**config.mk**
```make
export PLATFORM = sky130hd
export DESIGN_NAME = jogo_fsm
export DESIGN_NICKNAME = d
export VERILOG_FILES = /design/src/rtl/jogo_pkg.sv /design/src/rtl/borda_subida.sv /design/src/rtl/jogo_fsm.sv
export SDC_FILE = /design/constraint.sdc
export NUM_CORES = 1
export LEC_CHECK = 0
export BUFFER_PORTS_ARGS = -buffer_cell sky130_fd_sc_hd__buf_2
export CAP_MARGIN = 20
export CORE_MARGIN = 5
export CORE_UTILIZATION = 50
export CTS_CLUSTER_SIZE = 16
export DETAILED_ROUTE_END_ITERATION = 10
export PLACE_DENSITY_LB_ADDON = 0.2
export SETUP_SLACK_MARGIN = 0.2
export SYNTH_ARGS = -nofsm -noshare
export SYNTH_HDL_FRONTEND = slang
export SYNTH_SLANG_ARGS = --single-unit
```
**constraint.sdc**
```tcl
create_clock -name clk -period 4.8 [get_ports clk]
set_input_delay 0.72 -clock clk [delete_from_list [all_inputs] [get_ports clk]]
set_output_delay 0.72 -clock clk [all_outputs]
set_load 0.01 [all_outputs]
```
**src/rtl/jogo_pkg.sv**
```systemverilog
// Shared definitions for the sequence-guessing game: state codes seen by the
// display decoder and the length of the secret.
package jogo_pkg;

    localparam int NUM_DIGITOS = 6;

    typedef enum logic [3:0] {
        INICIAL         = 4'd0,
        CERTO1_ERRO0    = 4'd1,
        CERTO2_ERRO0    = 4'd2,
        CERTO3_ERRO0    = 4'd3,
        CERTO4_ERRO0    = 4'd4,
        CERTO5_ERRO0    = 4'd5,
        SUCESSO_TOTAL   = 4'd6,
        CERTO0_ERRO1    = 4'd7,
        CERTO1_ERRO1    = 4'd8,
        CERTO2_ERRO1    = 4'd9,
        CERTO3_ERRO1    = 4'd10,
        CERTO4_ERRO1    = 4'd11,
        CERTO5_ERRO1    = 4'd12,
        SUCESSO_PARCIAL = 4'd13,
        FALHA           = 4'd14
    } estado_t;

endpackage

```
**src/rtl/borda_subida.sv**
```systemverilog
// Rising-edge detector: pulse is high in the cycle where in is 1 and the
// previous sample was 0. Reset clears the history so a held input re-triggers.
module borda_subida (
    input  logic clk,
    input  logic reset,
    input  logic in,
    output logic pulse
);

    logic r_anterior;

    always_ff @(posedge clk) begin
        if (reset) r_anterior <= 1'b0;
        else       r_anterior <= in;
    end

    assign pulse = in & ~r_anterior;

endmodule

```
**src/rtl/jogo_fsm.sv**
```systemverilog
// Game controller: checks confirmed digits against a six-digit BCD secret,
// allows one mistake, and forces failure after a period of inactivity.
module jogo_fsm
    import jogo_pkg::*;
#(
    parameter logic [23:0] SEGREDO        = 24'h654321,
    parameter int          TIMEOUT_CICLOS = 50_000_000
) (
    input  logic       clk,
    input  logic       reset,
    input  logic [3:0] digito,
    input  logic       confirma,
    input  logic       inicia,
    output logic [3:0] estado,
    output logic [3:0] entrada,
    output logic       fim,
    output logic       invalido
);

    localparam int            CW       = $clog2(TIMEOUT_CICLOS);
    localparam logic [CW-1:0] CONT_MAX = CW'(TIMEOUT_CICLOS - 1);

    estado_t       r_estado, w_prox;
    logic [3:0]    r_entrada, w_entrada;
    logic          r_invalido, w_invalido;
    logic [CW-1:0] r_cont, w_cont;

    logic          w_borda;
    logic [3:0]    w_cod;
    logic [3:0]    w_idx4;
    logic [2:0]    w_n;
    logic [3:0]    w_dig_secreto;
    logic          w_aceita, w_jogando, w_erro1, w_ilegal;
    logic          w_tentativa, w_acerto;

    borda_subida u_borda (
        .clk   (clk),
        .reset (reset),
        .in    (confirma),
        .pulse (w_borda)
    );

    assign w_cod = r_estado;

    // Classify the current state; N is the index of the secret digit under test.
    always_comb begin
        w_aceita  = 1'b0;
        w_jogando = 1'b0;
        w_erro1   = 1'b0;
        w_ilegal  = 1'b0;
        w_idx4    = 4'd0;
        case (r_estado)
            INICIAL: w_aceita = 1'b1;
            CERTO1_ERRO0, CERTO2_ERRO0, CERTO3_ERRO0, CERTO4_ERRO0, CERTO5_ERRO0: begin
                w_aceita  = 1'b1;
                w_jogando = 1'b1;
                w_idx4    = w_cod;
            end
            CERTO0_ERRO1, CERTO1_ERRO1, CERTO2_ERRO1, CERTO3_ERRO1, CERTO4_ERRO1,
            CERTO5_ERRO1: begin
                w_aceita  = 1'b1;
                w_jogando = 1'b1;
                w_erro1   = 1'b1;
                w_idx4    = w_cod - 4'd7;
            end
            SUCESSO_TOTAL, SUCESSO_PARCIAL, FALHA: ;
            default: w_ilegal = 1'b1;
        endcase
    end

    assign w_n           = w_idx4[2:0];
    assign w_dig_secreto = SEGREDO[{w_n, 2'b00} +: 4];
    assign w_tentativa   = w_borda && w_aceita && (digito <= 4'd9);
    assign w_acerto      = (digito == w_dig_secreto);

    always_comb begin
        w_prox     = r_estado;
        w_entrada  = r_entrada;
        w_invalido = w_borda && (digito > 4'd9);
        w_cont     = w_jogando ? r_cont + 1'b1 : '0;
        if (inicia) begin
            w_prox     = INICIAL;
            w_entrada  = 4'd0;
            w_invalido = 1'b0;
        end else if (w_ilegal) begin
            w_prox = INICIAL;
        end else if (w_tentativa) begin
            w_entrada = digito;
            w_cont    = '0;
            if (w_acerto) begin
                if (w_n == 3'(NUM_DIGITOS - 1))
                    w_prox = w_erro1 ? SUCESSO_PARCIAL : SUCESSO_TOTAL;
                else
                    w_prox = estado_t'(w_cod + 4'd1);
            end else begin
                w_prox = w_erro1 ? FALHA : estado_t'({1'b0, w_n} + 4'd7);
            end
        end else if (w_jogando && (r_cont == CONT_MAX)) begin
            w_prox = FALHA;
        end
        // Every state entry starts a fresh inactivity window.
        if (w_prox != r_estado) w_cont = '0;
    end

    always_ff @(posedge clk) begin
        if (reset) begin
            r_estado   <= INICIAL;
            r_entrada  <= 4'd0;
            r_invalido <= 1'b0;
            r_cont     <= '0;
        end else begin
            r_estado   <= w_prox;
            r_entrada  <= w_entrada;
            r_invalido <= w_invalido;
            r_cont     <= w_cont;
        end
    end

    assign estado   = r_estado;
    assign entrada  = r_entrada;
    assign invalido = r_invalido;
    assign fim      = (r_estado == SUCESSO_TOTAL) || (r_estado == SUCESSO_PARCIAL) ||
                      (r_estado == FALHA);

endmodule

```
Yosys cells after proc, flatten, opt, wreduce, memory -nomap -nowiden
Cells that the tools add are included.
{"block": "classes", "n_reduce_logical": 15, "add_sub_neg": 4, "n_shift": 1, "order_cmp": 2, "mux": 16, "bitwise_logic": 2, "eq_ne": 18}
{"cell": "$mux 26", "count": 4}
{"cell": "$mux 4", "count": 8}
{"cell": "$eq 4x4->1 const B", "count": 7}
{"cell": "$add 26x1->26 const B", "count": 1}
{"cell": "$eq 26x26->1 const B", "count": 1}
{"cell": "$shiftx 24x6->4 const A", "count": 1}
{"cell": "$eq 4x3->1 const B", "count": 4}
{"cell": "$reduce_or 15->1", "count": 1}
{"cell": "$reduce_or 12->1", "count": 1}
{"cell": "$reduce_or 11->1", "count": 1}
{"cell": "$eq 4x2->1 const B", "count": 2}
{"cell": "$pmux 3 s2", "count": 1}
{"cell": "$reduce_or 6->1", "count": 1}
{"cell": "$reduce_or 5->1", "count": 1}
{"cell": "$add 3x3->4 const B", "count": 1}
{"cell": "$add 4x1->4 const B", "count": 1}
{"cell": "$eq 4x1->1 const B", "count": 1}
{"cell": "$eq 4x4->1", "count": 1}
{"cell": "$gt 4x4->1 const B", "count": 1}
{"cell": "$le 4x4->1 const B", "count": 1}
{"cell": "$logic_and 1x1->1", "count": 4}
{"cell": "$logic_not 4->1", "count": 1}
{"cell": "$ne 4x4->1", "count": 1}
{"cell": "$reduce_or 2->1", "count": 2}
{"cell": "7 further kinds", "count": 10}
{"block": "totals", "in_bits": 8, "elab_cells": 63, "ff_bits": 36, "out_inout_bits": 10}

Logic depth before layout (Yosys ltp)
Gate-level depths: netlist (run 1).
{"block": "logic_depth", "word_depth": 11, "ltp_mapped": 15, "mapped_depth_nobuf": 14}

Modules after synthesis
From an unflattened synthesis (run 1), not the netlist that was laid out.
{"block": "unflattened", "hier_cells": 270, "hier_area_um2": 2427.3}
{"mod": "jogo_fsm", "area_per_inst_um2": 2379.8, "instances": 1, "seq_area_each_um2": 700.7, "cells_each": 267}
{"mod": "borda_subida", "area_per_inst_um2": 47.5, "instances": 1, "seq_area_each_um2": 20.0, "cells_each": 3}

Worst setup path after synthesis (run 1)
No wires, ideal clock.
{"block": "synth_path", "path_type": "reg-to-reg", "from": "register r_estado[1], in the netlist estado[1]", "to": "register r_estado[2], in the netlist estado[2]", "t_arrival_ns": 3.645, "n_path_buf": 1, "path_slack_ns": 1.036, "stages_incl_launch_ff": 15, "t_required_ns": 4.681, "path_cell_list": "dfxtp_1 -> inv_1 -> ha_1 -> buf_6 -> or4_4 -> o211a_2 -> mux2i_1 -> inv_1 -> ha_1 -> xnor2_1 -> or3_1 -> a21o_1 -> nor4_4 -> mux2i_1 -> o221a_1"}
{"block": "synth_between", "elab_chain_cells": 9, "word_cells_on_any_way": 40, "classes_between": "add/sub (3); eq/ne (16); shift (1); mux (11); reduce/logical (9)"}
{"item": "start: declaration", "line": "jogo_fsm.sv:23", "text": "estado_t r_estado, w_prox;"}
{"item": "start signal: assignment", "line": "jogo_fsm.sv:112", "text": "r_estado <= w_prox;"}
{"item": "$eq 4x3->1, or another cell as far along", "line": "jogo_fsm.sv:52", "text": "case (r_estado)"}
{"item": "$reduce_or 6->1 / $reduce_or 5->1 (equally long branches)"}
{"item": "$pmux 3 s2", "line": "jogo_fsm.sv:52"}
{"item": "$shiftx 24x6->4, or another cell as far along", "line": "jogo_fsm.sv:72", "text": "assign w_dig_secreto = SEGREDO[{w_n, 2'b00} +: 4];"}
{"item": "$eq 4x4->1, or another cell as far along", "line": "jogo_fsm.sv:74", "text": "assign w_acerto = (digito == w_dig_secreto);"}
{"item": "$mux 4", "line": "jogo_fsm.sv:90", "text": "if (w_acerto) begin"}
{"item": "$mux 4", "line": "jogo_fsm.sv:87", "text": "end else if (w_tentativa) begin"}
{"item": "$mux 4 (*)", "line": "jogo_fsm.sv:85", "text": "end else if (w_ilegal) begin"}
{"item": "$mux 4 (*)", "line": "jogo_fsm.sv:81", "text": "if (inicia) begin"}
Mark *: on every way between the ends. The rest lies on a longest branch, timed or not.
A chain may end at the register's enable or synchronous reset.

Worst setup path after layout (run 1)
Same ends and word-level chain as after synthesis.

==> impl_results.md, run 1 <==
* Die W at 75.2 um
* Die H at 75.2 um
* GRT Total Usage at 0.168
* Commonest non-fill, non-tap cells in the layout: nor2_1 (46), dfxtp_1 (36), xor2_1 (24)
* Outcome: completed
* # Post-CTS Setup Buffers at 0
* Final setup fails at 0
* Layout Cells excl Fill at 319
* Req. time, crit path at 5.02 ns
* Synth area leader: dfxtp_1
* H-tree levels at 2
* Hold WS at 0.433 ns
* GPL Wtd Cong at 0.860
* Share of cells above drive strength 1 at 0.145
* FMAX at 245 MHz
* Worst VDD drop at 0.183 mV
* Worst Tran Pin Value at 0.755 ns
* Setup CP Type: flip-flop to flip-flop
* Placed Cells at 310
* Period utilisation layout at 0.850
* Clk root buf: clkbuf_8
* Max-cap violations at 0
* DR iter-0 viols at 139
* HPWL after detailed placement at 3160 um
* Number of buffers created by CTS at 5
* RSZ-0062 raised after global routing: no
* Clk network pwr share at 0.396
* Pwr Density at 282 nW/um2
* Core area at 4060 um2
* Syn Area/Cell at 8.46 um2
* Number of synthesized flops with an enable pin at 0
* Final hold violations at 0
* Global-route wire length before repair at 7410 um
* Final net count at 284
* Pre-antenna DRT Iters at 4
* # IOs at 18
* Synth unique cells at 48
* Skew-Pair Late Insertion Delay at 0.28 ns
* Vias per inst at 5.46
* Reg power frac at 0.468
* Top layer in use: met4
* R2r setup slk at 0.72 ns
* Synth area leaders: dfxtp_1 (34%), xor2_1 (9.9%), nor2_1 (8.1%)
* DRT antenna net count at 0
* Synthesized area at 2120 um2
* Worst slew margin at 0.496
* Antenna cell count at 0
* DR WL met2 at 1760 um
* Most common cell after layout, fill and taps aside: nor2_1
* Gate power share at 0.135
* Port buffer count at 17
* CP arrival at 4.30 ns
* Bufs on Longest Clock Path at 2
* Tot Pwr at 0.000658 W
* Antenna violations before repair at 0
* Ys Warns at 0
* Clock transition at path regs at 0.08 ns
* Critical-path maximum fanout at 8
* WL met1 at 2330 um
* Lkg Pwr at 0.875 nW
* CTS sink count at 36
* Internal at 0.000491 W
* DRC at 0
* Syn Nets at 267
* Crit end category: flip-flop
* WL final at 4350 um
* Wire per inst at 13.6 um
* Die ar. at 5650 um2
* Synthesized instance count at 251
* Switching power at 0.000166 W
* Net Sw Frac at 0.253
* #FFs+latches synth at 36
* Detailed-route via count at 1742
* Post_cts resized at 0
* Initial core utilization at 0.524
* Sequential share of the synthesized area at 0.339
* FP Rows at 23
* Startpoint type of the worst setup path: flip-flop
* Vias in the first global route at 1605
* Met3 Routed Length at 235 um
* Asr flop ratio synth at 0
* Yosys top cell area share at 0.339
* Setup TNS Final at 0 ns
* Synth Flop Type: dfxtp_1
* Area delta synth->final at 9.66%
* Largest net degree at the start of global routing at 27
* Post-layout min period at 4.08 ns
* Cts hold-fix bufs at 0
* Final clock skew at 0.0110 ns
* Grt ovf at 0
* Max Slew Vio Count at 0
* Hold WC Path Type: flip-flop to flip-flop
* CTS tree: built
cells in the mapped netlist (all sizes together) (3+ instances only):
library cell and instances:
or2 3, nand3 12, nor3b 3, dfxtp 36, nor2 46, nor3 5, a21oi 10, nor2b 3
or3 3, nand2 17, xnor2 9, nand4 5, and4 3, ha 8, mux2i 3, and3 5
inv 8, xor2 24, o21ai 5, nor4 6, buf 8, nor4b 3
kinds of logic after synthesis:
group | count (synthesis) | synth area share
and+or+nand+nor | 118 | 0.287
DFF | 36 | 0.339
AOI/OAI and AO/OA | 35 | 0.124
xor gates and xnor gates | 33 | 0.136
buffers and inverters | 17 | 0.0471
adders and majority gates | 8 | 0.0471
muxes | 4 | 0.0194
path summary, 6_finish.rpt:
kind,start,endpoint,cells past startpoint
max,estado[1],estado[2],13
min,u_borda.r_anterior,invalido,1
max reg2reg,estado[1],estado[2],13
min reg2reg,u_borda.r_anterior,invalido,1
flip-flops by register name, indices dropped and copies added, names as in the netlist:
register,flops
entrada,4
invalido,1
u_borda.r_anterior,1
estado,4
r_cont,26
layer usage:
layer  vias to the layer above  GRT usage
li1                        907          -
met2                        44      0.236
met5                         -          0
met1                       789      0.257
met3                         2     0.0347
met4                         0     0.0466
power by group through the flow:
stage | Sequential (W) | Combinational (W) | Clock (W)
4_1_cts | 0.000308 | 0.0000871 | 0.000267
5_1_grt | 0.000309 | 0.0000996 | 0.000280
2_1_floorplan | 0.000314 | 0.0000682 | 0
3_5_place_dp | 0.000315 | 0.0000863 | 0
3_3_place_gp | 0.000315 | 0.0000864 | 0
6_report | 0.000308 | 0.0000891 | 0.000261
cell type report:
cell class / instances / area [um2]
Clock buffer: 6 / 72.6
Clock inverter: 2 / 35.0
Fill cell: 381 / 1730
Inverter: 8 / 30.0
Multi-Input combinational cell: 198 / 1300
Sequential cell: 36 / 721
Tap cell: 50 / 62.6
Timing Repair Buffer: 19 / 105
per-stage QoR:
| step | worst slack (ns) | util | area [um2] |
|---|---|---|---|
| after CTS | 0.728 | 0.571 | 2320 |
| after global routing | 0.448 | 0.574 | 2330 |
| final | 0.718 | 0.574 | 2330 |
| after floorplan | 1.04 | - | 2120 |
| after detailed placement | 0.768 | 0.545 | 2210 |
| after global placement | 0.905 | 0.545 | 2210 |
worst max-delay path, cell delays in order (launching register included):
cell and delay (ns):
dfxtp_1 0.46, inv_1 0.15, ha_1 0.29, or4_4 0.56, o211a_2 0.18, mux2i_1 0.39
inv_1 0.13, ha_1 0.35, xnor2_1 0.13, or3_1 0.30, a21o_1 0.22, nor4_4 0.43
mux2i_1 0.24, o221a_1 0.19
No activity file was read; power rests on OpenSTA's default activity.
==> run 2: changes to the inputs <==
- GPL_TIMING_DRIVEN: not set -> 0
==> impl_results.md, run 2 (synthesis gave the netlist of run 1 again) <==
* Clk root buf: clkbuf_8
* Die H at 75.2 um
* Most common cell after layout, fill and taps aside: nor2_1
* Hold WC Path Type: flip-flop to flip-flop
* Worst slew margin at 0.324
* CTS sink count at 36
* Vias per inst at 5.45
* Largest Register: r_cont
* Number of buffers created by CTS at 5
* Share of cells above drive strength 1 at 0.167
* Final clock skew at 0.00252 ns
* Crit end category: flip-flop
* Core area at 4060 um2
* DR iter-0 viols at 77
* Post-layout min period at 4.12 ns
* CTS tree: built
* Req. time, crit path at 5.04 ns
* Bufs on Longest Clock Path at 2
* Antenna cell count at 0
* H-tree levels at 2
* Cell Area, Placed at 2270 um2
* # Post-CTS Setup Buffers at 0
* # IOs at 18
* Skew-Pair Late Insertion Delay at 0.29 ns
* DRC at 0
* Cts hold-fix bufs at 0
* HPWL after detailed placement at 3160 um
* Max reg flops at 26
* Max-cap violations at 0
* Post_cts resized at 0
* Die W at 75.2 um
* Critical-path maximum fanout at 7
* WL final at 4280 um
* Pwr Density at 265 nW/um2
* Wire per inst at 13.1 um
* Vias in the first global route at 1642
* Max Slew Vio Count at 0
* Global-route wire length before repair at 7260 um
* FP Rows at 23
* DRT antenna net count at 0
* Worst VDD drop at 0.171 mV
* Outcome: completed
* Grt ovf at 0
* FMAX at 243 MHz
* GRT Total Usage at 0.166
* Period utilisation layout at 0.859
* CP arrival at 4.36 ns
* Lkg Pwr at 0.880 nW
* Final Instance Area at 2370 um2
* Place WS at 0.706 ns
* Die ar. at 5650 um2
* Final setup fails at 0
* Commonest non-fill, non-tap cells in the layout: nor2_1 (46), dfxtp_1 (36), xor2_1 (24)
* Clock transition at path regs at 0.07 ns
* Area delta synth->final at 11.4%
* Detailed-route via count at 1777
* GPL Wtd Cong at 0.859
* Final net count at 291
* Setup TNS Final at 0 ns
* Startpoint type of the worst setup path: flip-flop
* Largest net degree at the start of global routing at 12
* Setup CP Type: flip-flop to flip-flop
* Port buffer count at 17
* Final hold violations at 0
* Antenna violations before repair at 0
* Worst Tran Pin Value at 0.988 ns
* Worst setup margin at 0.677 ns
* Initial core utilization at 0.524
* Pre-antenna DRT Iters at 4
* RSZ-0062 raised after global routing: no
-- run 2: cell count changes in the layout (fill, tap and decap cells not counted), sizes merged --
cell	before	now
dlymetal6s2s	1	0
buf	18	25
bufinv	1	0
clkinv	1	0
clkbuf	6	8
clkinvlp	0	1
-- run 2: through the flow --
stage | total power, W | hold slack (ns) | instances | utilization
floorplan | 0.000383 | 0.400 | 251 | -
global placement | 0.000406 | 0.418 | 318 | 0.560
detailed placement | 0.000406 | 0.421 | 318 | 0.560
CTS | 0.000635 | 0.436 | 326 | 0.583
global route | 0.000658 | 0.452 | 326 | 0.583
finish | 0.000628 | 0.430 | 326 | 0.583
-- run 2: worst max-delay path, cell delays in order (launching register included) --
cell and delay, ns:
dfxtp_1 0.46, inv_1 0.18, ha_1 0.29, or4_4 0.53
o211a_2 0.18, mux2i_1 0.38, inv_1 0.13, ha_1 0.36
xnor2_1 0.13, or3_1 0.30, a21o_1 0.22, nor4_4 0.42
mux2i_1 0.27, o221a_1 0.21
-- run 2: layout make-up --
class                   count  area (um2)
plain buffers               9        70.1
clock buffers               7        86.3
clock inverters             1        7.51
fillers                   373        1690
inverters                   8        30.0
multi-input cells         198        1300
flip-flops and latches     36         721
well taps                  50        62.6
repair buffers             17        85.1
-- run 2: worst paths after layout --
| check | start | end | slack [ns] | cells after the start |
|---|---|---|---|---|
| setup / recovery | estado[0] | estado[2] | 0.68 | 13 |
| hold / removal | u_borda.r_anterior | invalido | 0.43 | 1 |
| setup reg to reg | estado[0] | estado[2] | 0.68 | 13 |
| hold reg to reg | u_borda.r_anterior | invalido | 0.43 | 1 |
-- run 2: power by group --
group	switching, W	internal (W)	total [W]
sequential	0.00000426	0.000303	0.000307
clock	0.000111	0.000117	0.000227
combinational	0.0000560	0.0000375	0.0000935
-- run 2: metal layers --
layer	wire, um	global-route usage	vias to the layer above	share of wire
met5	0	0	-	0
met4	55	0.0524	0	0.013
met3	212	0.0427	6	0.050
met2	1790	0.251	30	0.42
met1	2220	0.232	817	0.52
li1	-	-	924	-
